==> src/rtl/branch_pkg.sv <==
// Package: branch_pkg
// Purpose: shared definitions for the branch predictor slice.
//   - CmpEn_J_Off encodings seen on the resolve port.
//   - 2-bit saturating counter states and the reset state.
//   - actual_outcome(): the real direction of a resolving instruction.
// Ports: none (package).
package branch_pkg;

  // Resolve-port instruction class (ResCmpEn_J_Off); 2'b11 is illegal.
  localparam logic [1:0] CMP = 2'b10;
  localparam logic [1:0] JMP = 2'b01;
  localparam logic [1:0] OFF = 2'b00;

  // Counter states: strongly/weakly not-taken, weakly/strongly taken.
  localparam logic [1:0] SNT       = 2'b00;
  localparam logic [1:0] WNT       = 2'b01;
  localparam logic [1:0] WT        = 2'b10;
  localparam logic [1:0] ST        = 2'b11;
  localparam logic [1:0] CNT_RESET = WNT;

  // Real control-flow direction of the resolving instruction.
  // Illegal class 2'b11 behaves like a non-branch.
  function automatic logic actual_outcome(input logic [1:0] cmp_en_j_off,
                                          input logic       res_taken);
    logic a;
    case (cmp_en_j_off)
      CMP:     a = res_taken;
      JMP:     a = 1'b1;
      default: a = 1'b0;
    endcase
    return a;
  endfunction

endpackage

==> src/rtl/sat_counter2.sv <==
// Module: sat_counter2
// Purpose: combinational next-state function of a 2-bit saturating counter.
// Ports:
//   i_cur   in  2  current counter value
//   i_taken in  1  training direction (1 = count up, 0 = count down)
//   o_nxt   out 2  next counter value, saturating at 00 and 11
module sat_counter2
  import branch_pkg::*;
(
  input  logic [1:0] i_cur,
  input  logic       i_taken,
  output logic [1:0] o_nxt
);

  // Saturating up/down step.
  always_comb begin
    o_nxt = i_cur;
    case (i_cur)
      SNT:     o_nxt = i_taken ? WNT : SNT;
      WNT:     o_nxt = i_taken ? WT  : SNT;
      WT:      o_nxt = i_taken ? ST  : WNT;
      ST:      o_nxt = i_taken ? ST  : WT;
      default: o_nxt = CNT_RESET;
    endcase
  end

endmodule

==> src/rtl/branch_predictor.sv <==
// Module: branch_predictor
// Purpose: PC-indexed table of 2-bit saturating counters giving fetch a
//   taken/not-taken prediction, trained by resolved branches from execute.
//   A misprediction produces a registered one-cycle Flush with RedirectPC.
// Ports:
//   Clk, Rst        clock (rising edge) and synchronous active-high reset
//   FetchPC         PC being fetched
//   PredTaken       prediction for FetchPC (combinational table read)
//   ResValid        execute-stage instruction valid
//   ResPC           PC of the resolving instruction
//   ResCmpEn_J_Off  10 branch, 01 jump, 00 non-branch (11 treated as 00)
//   ResTaken        resolved branch outcome
//   ResPredTaken    prediction that travelled with the instruction
//   ResTarget       computed branch/jump target
//   Flush           one-cycle squash pulse
//   RedirectPC      correct next PC, valid while Flush=1
//   MispredCnt      wrapping misprediction counter
module branch_predictor
  import branch_pkg::*;
#(
  parameter int N        = 32,
  parameter int IDX_BITS = 6
) (
  input  logic          Clk,
  input  logic          Rst,
  input  logic [N-1:0]  FetchPC,
  output logic          PredTaken,
  input  logic          ResValid,
  input  logic [N-1:0]  ResPC,
  input  logic [1:0]    ResCmpEn_J_Off,
  input  logic          ResTaken,
  input  logic          ResPredTaken,
  input  logic [N-1:0]  ResTarget,
  output logic          Flush,
  output logic [N-1:0]  RedirectPC,
  output logic [31:0]   MispredCnt
);

  localparam int DEPTH = 2 ** IDX_BITS;
  localparam logic [N-1:0] PC_STEP = {{(N-3){1'b0}}, 3'd4};

  logic [1:0]          r_table [DEPTH];
  logic                r_flush;
  logic [N-1:0]        r_redirect;
  logic [31:0]         r_mispred_cnt;

  logic [IDX_BITS-1:0] w_fetch_idx;
  logic [IDX_BITS-1:0] w_res_idx;
  logic                w_eff;
  logic                w_actual;
  logic                w_mispred;
  logic                w_train;
  logic [1:0]          w_cnt_nxt;
  logic                w_unused_fetch;

  // Word-aligned PCs: drop the two byte-offset bits; upper bits alias.
  assign w_fetch_idx    = FetchPC[IDX_BITS+1:2];
  assign w_res_idx      = ResPC[IDX_BITS+1:2];
  assign w_unused_fetch = ^{FetchPC[N-1:IDX_BITS+2], FetchPC[1:0]};

  // Reads the registered table, so a same-cycle update is not visible yet.
  assign PredTaken = r_table[w_fetch_idx][1];

  // A resolve during the Flush cycle belongs to a squashed instruction.
  assign w_eff     = ResValid && !r_flush;
  assign w_actual  = actual_outcome(ResCmpEn_J_Off, ResTaken);
  assign w_mispred = w_eff && (w_actual != ResPredTaken);
  assign w_train   = w_eff && (ResCmpEn_J_Off == CMP);

  sat_counter2 u_sat_counter2 (
    .i_cur   (r_table[w_res_idx]),
    .i_taken (ResTaken),
    .o_nxt   (w_cnt_nxt)
  );

  // Counter table: reset all entries, otherwise train the resolving entry.
  always_ff @(posedge Clk) begin
    if (Rst) begin
      for (int i = 0; i < DEPTH; i++) begin
        r_table[i] <= CNT_RESET;
      end
    end else if (w_train) begin
      r_table[w_res_idx] <= w_cnt_nxt;
    end else begin
      r_table[w_res_idx] <= r_table[w_res_idx];
    end
  end

  // Flush pulse, redirect target and misprediction count.
  always_ff @(posedge Clk) begin
    if (Rst) begin
      r_flush       <= 1'b0;
      r_redirect    <= '0;
      r_mispred_cnt <= 32'd0;
    end else if (w_mispred) begin
      r_flush       <= 1'b1;
      r_redirect    <= w_actual ? ResTarget : (ResPC + PC_STEP);
      r_mispred_cnt <= r_mispred_cnt + 32'd1;
    end else begin
      r_flush       <= 1'b0;
      r_redirect    <= r_redirect;
      r_mispred_cnt <= r_mispred_cnt;
    end
  end

  assign Flush      = r_flush;
  assign RedirectPC = r_redirect;
  assign MispredCnt = r_mispred_cnt;

endmodule

==> config.mk <==
export PLATFORM = sky130hd
export DESIGN_NAME = branch_predictor
export DESIGN_NICKNAME = d
export VERILOG_FILES = /design/src/rtl/branch_pkg.sv /design/src/rtl/sat_counter2.sv /design/src/rtl/branch_predictor.sv
export SDC_FILE = /design/constraint.sdc
export NUM_CORES = 1
export LEC_CHECK = 0
export CELL_PAD_IN_SITES_DETAIL_PLACEMENT = 1
export CELL_PAD_IN_SITES_GLOBAL_PLACEMENT = 1
export CORE_MARGIN = 5
export CORE_UTILIZATION = 40
export CTS_BUF_LIST = sky130_fd_sc_hd__clkbuf_4 sky130_fd_sc_hd__clkbuf_8
export DETAILED_ROUTE_END_ITERATION = 7
export GPL_TIMING_DRIVEN = 0
export PLACE_DENSITY_LB_ADDON = 0.3
export SETUP_SLACK_MARGIN = 0.02
export SYNTH_ARGS = -nofsm -noshare
export SYNTH_HDL_FRONTEND = slang
export SYNTH_SLANG_ARGS = --single-unit
==> constraint.sdc <==
create_clock -name Clk -period 9.15 [get_ports Clk]
set_input_delay 1.83 -clock Clk [delete_from_list [all_inputs] [get_ports Clk]]
set_output_delay 1.83 -clock Clk [all_outputs]
set_load 0.03 [all_outputs]
**Yosys cells after proc, flatten, opt, wreduce, memory -nomap -nowiden**

Memories as Yosys holds them, arrays and structs flattened.
Index checks and enable logic that the tools add are counted.

- Register bits: 65
- RAM bits: 128
- Input port bits: 103
- Output and inout port bits: 66
- Logic and storage cells: 39
- Memories: 1

Memory list:

| name | depth | bits a word | rd ports | clocked after Yosys merged registers in | wr ports | line | RTL |
|---|---|---|---|---|---|---|---|
| r_table | 64 | 2 | 2 | 0 | 64 | branch_predictor.sv:42 | `logic [1:0] r_table [DEPTH];` |

- $add $sub $neg: 2
- Eq/ne operators: 6
- Mux-type cells: 20
- Bitwise gates (word level): 1
- Reductions and logical operators: 6

Operators with widths:

| kind | number |
|---|---|
| 32-bit by 1-bit adder with 32-bit output, second input constant | 1 |
| 32-bit by 3-bit adder with 32-bit output, second input constant | 1 |
| 32-bit two-way mux | 1 |
| 1-bit two-way mux | 12 |
| 2-bit two-way mux | 4 |
| 2-bit case mux with 4 select lines | 1 |
| 2-bit == test, second input constant | 3 |
| 6-bit two-way mux | 1 |
| 2-bit by 1-bit == test with 1-bit output, second input constant | 2 |
| 1-bit logical AND | 3 |
| 2-bit zero test | 1 |
| 1-bit case mux with 2 select lines | 1 |
| 2-bit OR reduction | 1 |
| 1-bit zero test | 1 |
| 1-bit inequality test | 1 |
| 1-bit OR | 1 |

**Logic depth before layout (Yosys ltp)**

- Depth after elaboration: 9
- Depth in mapped cells: 12
- Mapped depth without buffers: 9

**Modules after synthesis**

A second synthesis with hierarchy kept.

- Cell total of the unflattened synthesis: 1060
- Area total of the unflattened synthesis: 10621.4 µm²

Modules (own cells, without submodules):

| module | instances | cells each | area each (µm²) |
|---|---|---|---|
| branch_predictor | 1 | 1057 | 10595.2 |
| sat_counter2 | 1 | 3 | 26.3 |

**Worst setup path after synthesis**

Ideal clock, no wire load.

- Path kind: input to output
- Start: input FetchPC[2]
- End: output PredTaken
- Arrival: 4.347 ns
- Path slack: 2.973 ns
- Cell stages on the path: 5
- Buffers on the path: 2
- Path through: clkbuf_1 buf_1 mux4_2 mux4_2 mux4_2

- Word-level cells in the longest chain between the ends: 1

Ends and longest elaborated chain:

| what | line | RTL |
|---|---|---|
| from (decl) | branch_predictor.sv:26 | `input logic [N-1:0] FetchPC,` |
| memory read 64 x 2 bit | -- |  |
| to (decl) | branch_predictor.sv:27 | `output logic PredTaken,` |

Every way passes these cells.

**Worst setup path after layout**

Ends and elaborated chain as after synthesis.

==> impl_metrics.py <==
metrics = {
    "run_status": {
        "status": "completed",
    },
    "pwr": {
        "switching_share": 0.329,
        "p_sw_w": 0.000664,
        "clkPwrFrac": 0.314,
        "p_comb_frac": 0.204,
        "p_leak_nw": 4.38,
        "ir_worst_vdd_uv": 98.3,
        "sequentialPowerShare": 0.483,
        "power_density_nw_per_um2": 152,
        "power_w": 0.00202,
        "p_int_w": 0.00135,
    },
    "synth": {
        "syn_area_um2": 11000,
        "synth_cells": 1130,
        "synth.avg_cell_area_um2": 9.73,
        "yosysSeqAreaShare": 0.468,
        "synth-main-ff-cell": "edfxtp_1",
        "yosysUniqueCellTypes": 69,
        "synth-edff-count": 128,
        "synth-async-reset-ratio": 0,
        "syn_nets": 1237,
        "ys_seq_elements": 193,
        "ys_warn_count": 0,
    },
    "placement": {
        "place_congestion": 0.955,
        "preCtsSetupSlack_ns": 1.66,
        "port_buffers": 137,
        "place_hpwl_mm": 32.0,
    },
    "clocking": {
        "clock-sinks": 193,
        "htreeDepth": 4,
        "postCtsSetupRepairBufs": 0,
        "clockRootBuffer": "clkbuf_8",
        "ctsHoldBuffers": 0,
        "numCtsBuffers": 17,
        "clock_latency_ns": 0.51,
        "cts_resized": 0,
        "cts.clk_slew.worst_paths_ns": 0.11,
        "cts_tree": "done",
        "clock_path_buffers": 2,
    },
    "global_route": {
        "antenna_found_initial": 0,
        "grt_max_degree": 20,
        "grt_pass1_vias": 10500,
        "grt_pass1_wl_mm": 65.1,
        "grt_use_total": 0.276,
        "overflow": 0,
    },
    "critical_path": {
        "crit_fanout": 10,
        "endpoint_kind": "output port",
        "path_cells": "clkbuf_1 -> buf_1 -> mux4_2 -> mux4_2 -> mux4_2 -> clkdlybuf4s50_1",
        "crit_required_ns": 7.32,
        "cp-start-kind": "input port",
        "slowest_stage": "buf_1",
        "cp_slowest_stage_delay_ns": 0.97,
        "worst-setup-path-type": "input port to output port",
        "cp_common_cell": "mux4_2",
        "critPathArrivalTime_ns": 5.67,
    },
    "sta": {
        "fin_setup_tns_ns": 0,
        "timing.final.ws_setup_ns": 1.65,
        "maxSlewHeadroom": 0.0358,
        "finalHoldViolations": 0,
        "finClkSkew_ns": 0.0342,
        "rsz0062_at_grt": "false",
        "fin_crit_ns": 7.50,
        "fin_crit_sh": 0.819,
        "slew_violations": 0,
        "fmax_mhz": 133,
        "setup_viol": 0,
        "worst_pin_slew_ns": 1.44,
    },
    "routing": {
        "postRouteAntennaNets": 0,
        "wl_mm": 43.6,
        "avgRoutedWirePerCell_um": 26.5,
        "vias_per_cell": 6.24,
        "via_count": 10300,
        "drtIter0Drc": 1312,
        "drc": 0,
        "firstDrtPassIters": 5,
    },
    "run": {
        "cap_violations": 0,
    },
    "die": {
        "core_area_um2": 27000,
        "initial_core_util": 0.407,
        "die_y_um": 176,
        "io_pins": 169,
        "fp-row-count": 60,
        "die_area_um2": 30900,
        "fp.dieW_um": 176,
    },
    "cells_and_area": {
        "drive_above_1_share": 0.0890,
        "area_growth_syn_to_layout_pct": 20.8,
        "nNetsFinal": 1398,
    },
    "worst_hold_path": {
        "hold_path_class": "flop to flop",
    },
}
per-stage QoR:
stage                     instances   util  area, µm²  hold WS, ns
after floorplan                1130      -      11000        0.580
after global placement         1608  0.474      12800        0.441
after detailed placement       1613  0.476      12900        0.447
after CTS                      1645  0.491      13300        0.464
after global routing           1645  0.492      13300        0.501
final                          1646  0.492      13300        0.463
critical path, delay by kind of cell:
family | cells | cell delay [ns]
buffers and inverters | 3 | 2.13
multiplexers | 3 | 1.70
cell families (layout without fill, tap and decap cells):
| logic type | Yosys count | count (layout) | synth area share |
|---|---|---|---|
| AND/OR/NAND/NOR | 450 | 450 | 0.200 |
| AO/OA/AOI/OAI | 256 | 256 | 0.152 |
| flip-flops | 193 | 193 | 0.468 |
| buffers and inverters | 120 | 294 | 0.0498 |
| XOR/XNOR | 54 | 54 | 0.0430 |
| multiplexers | 52 | 52 | 0.0818 |
| adder cells (fa/ha/maj) | 5 | 5 | 0.00580 |
| other | 0 | 1 | 0 |
power by group through the flow:
stage	Combinational, W	Sequential (W)	Clock [W]
final	0.000411	0.000973	0.000633
after global routing	0.000429	0.000976	0.000670
after CTS	0.000401	0.000973	0.000634
after detailed placement	0.000399	0.000993	0
after global placement	0.000394	0.000991	0
after floorplan	0.000208	0.00101	0
layer usage:
metal	routed length (µm)	part of all wire	track usage
met4	1540	0.035	0.103
met3	4060	0.093	0.0631
met5	0	0	0
met2	20200	0.46	0.448
met1	17800	0.41	0.363
synth_stat cells, types with 19 or more instances:
| cell type | number | area share |
|---|---|---|
| xnor2_1 | 24 | 0.019 |
| nor2_1 | 97 | 0.033 |
| edfxtp_1 | 128 | 0.35 |
| nand3_1 | 27 | 0.012 |
| xor2_1 | 30 | 0.024 |
| nor3_1 | 74 | 0.034 |
| a21oi_1 | 82 | 0.037 |
| a211oi_1 | 20 | 0.014 |
| o21ai_0 | 42 | 0.019 |
| nand2b_1 | 57 | 0.032 |
| nand2_1 | 122 | 0.042 |
| mux2i_1 | 19 | 0.017 |
| clkbuf_1 | 74 | 0.025 |
| mux4_2 | 30 | 0.061 |
| dfxtp_1 | 65 | 0.12 |
cell usage in the layout, fill, tap and decap left out, drive strengths merged, types with 5 or more instances in the layout:
master         netlist  layout
and4                 8       8
edfxtp             128     128
nor2                97      97
mux4                30      30
dfxtp               65      65
nand2              122     122
xor2                30      30
or3                 10      10
nand4               15      15
clkdlybuf4s50        0     137
o22ai                5       5
nor3                75      75
o211ai               7       7
o2111ai             18      18
a31oi                5       5
and3                14      14
mux2i               19      19
clkbuf              74      91
a21o                 9       9
a22oi               15      15
o21ai               55      55
a211oi              20      20
inv                 13      21
buf                 32      37
xnor2               24      24
clkinv               1       6
nand2b              57      57
a21oi               83      83
nor3b                5       5
nand3               28      28
flip-flops by register name, indices dropped and copies added (netlist names):
name        count
RedirectPC     32
Flush           1
MispredCnt     32
r_table       128
final cells by class:
type                    count  area (µm²)
diodes                      1        2.50
plain buffers             106         495
clock buffers              17         234
clock inverters            15         193
fillers                  3053       13700
inverters                  14        52.6
multi-input cells         817        5330
flip-flops and latches    193        5140
well taps                 341         427
repair buffers            142        1410
path summary, 6_finish.rpt:
check                  from              to  slack [ns]  depth (start not counted)
max              FetchPC[2]       PredTaken        1.65                          6
min          RedirectPC[29]  RedirectPC[29]        0.46                          2
max reg2reg  r_table[51][1]  r_table[16][1]        5.56                          8
min reg2reg  RedirectPC[29]  RedirectPC[29]        0.46                          2
Power figures use the tool's default switching activity.
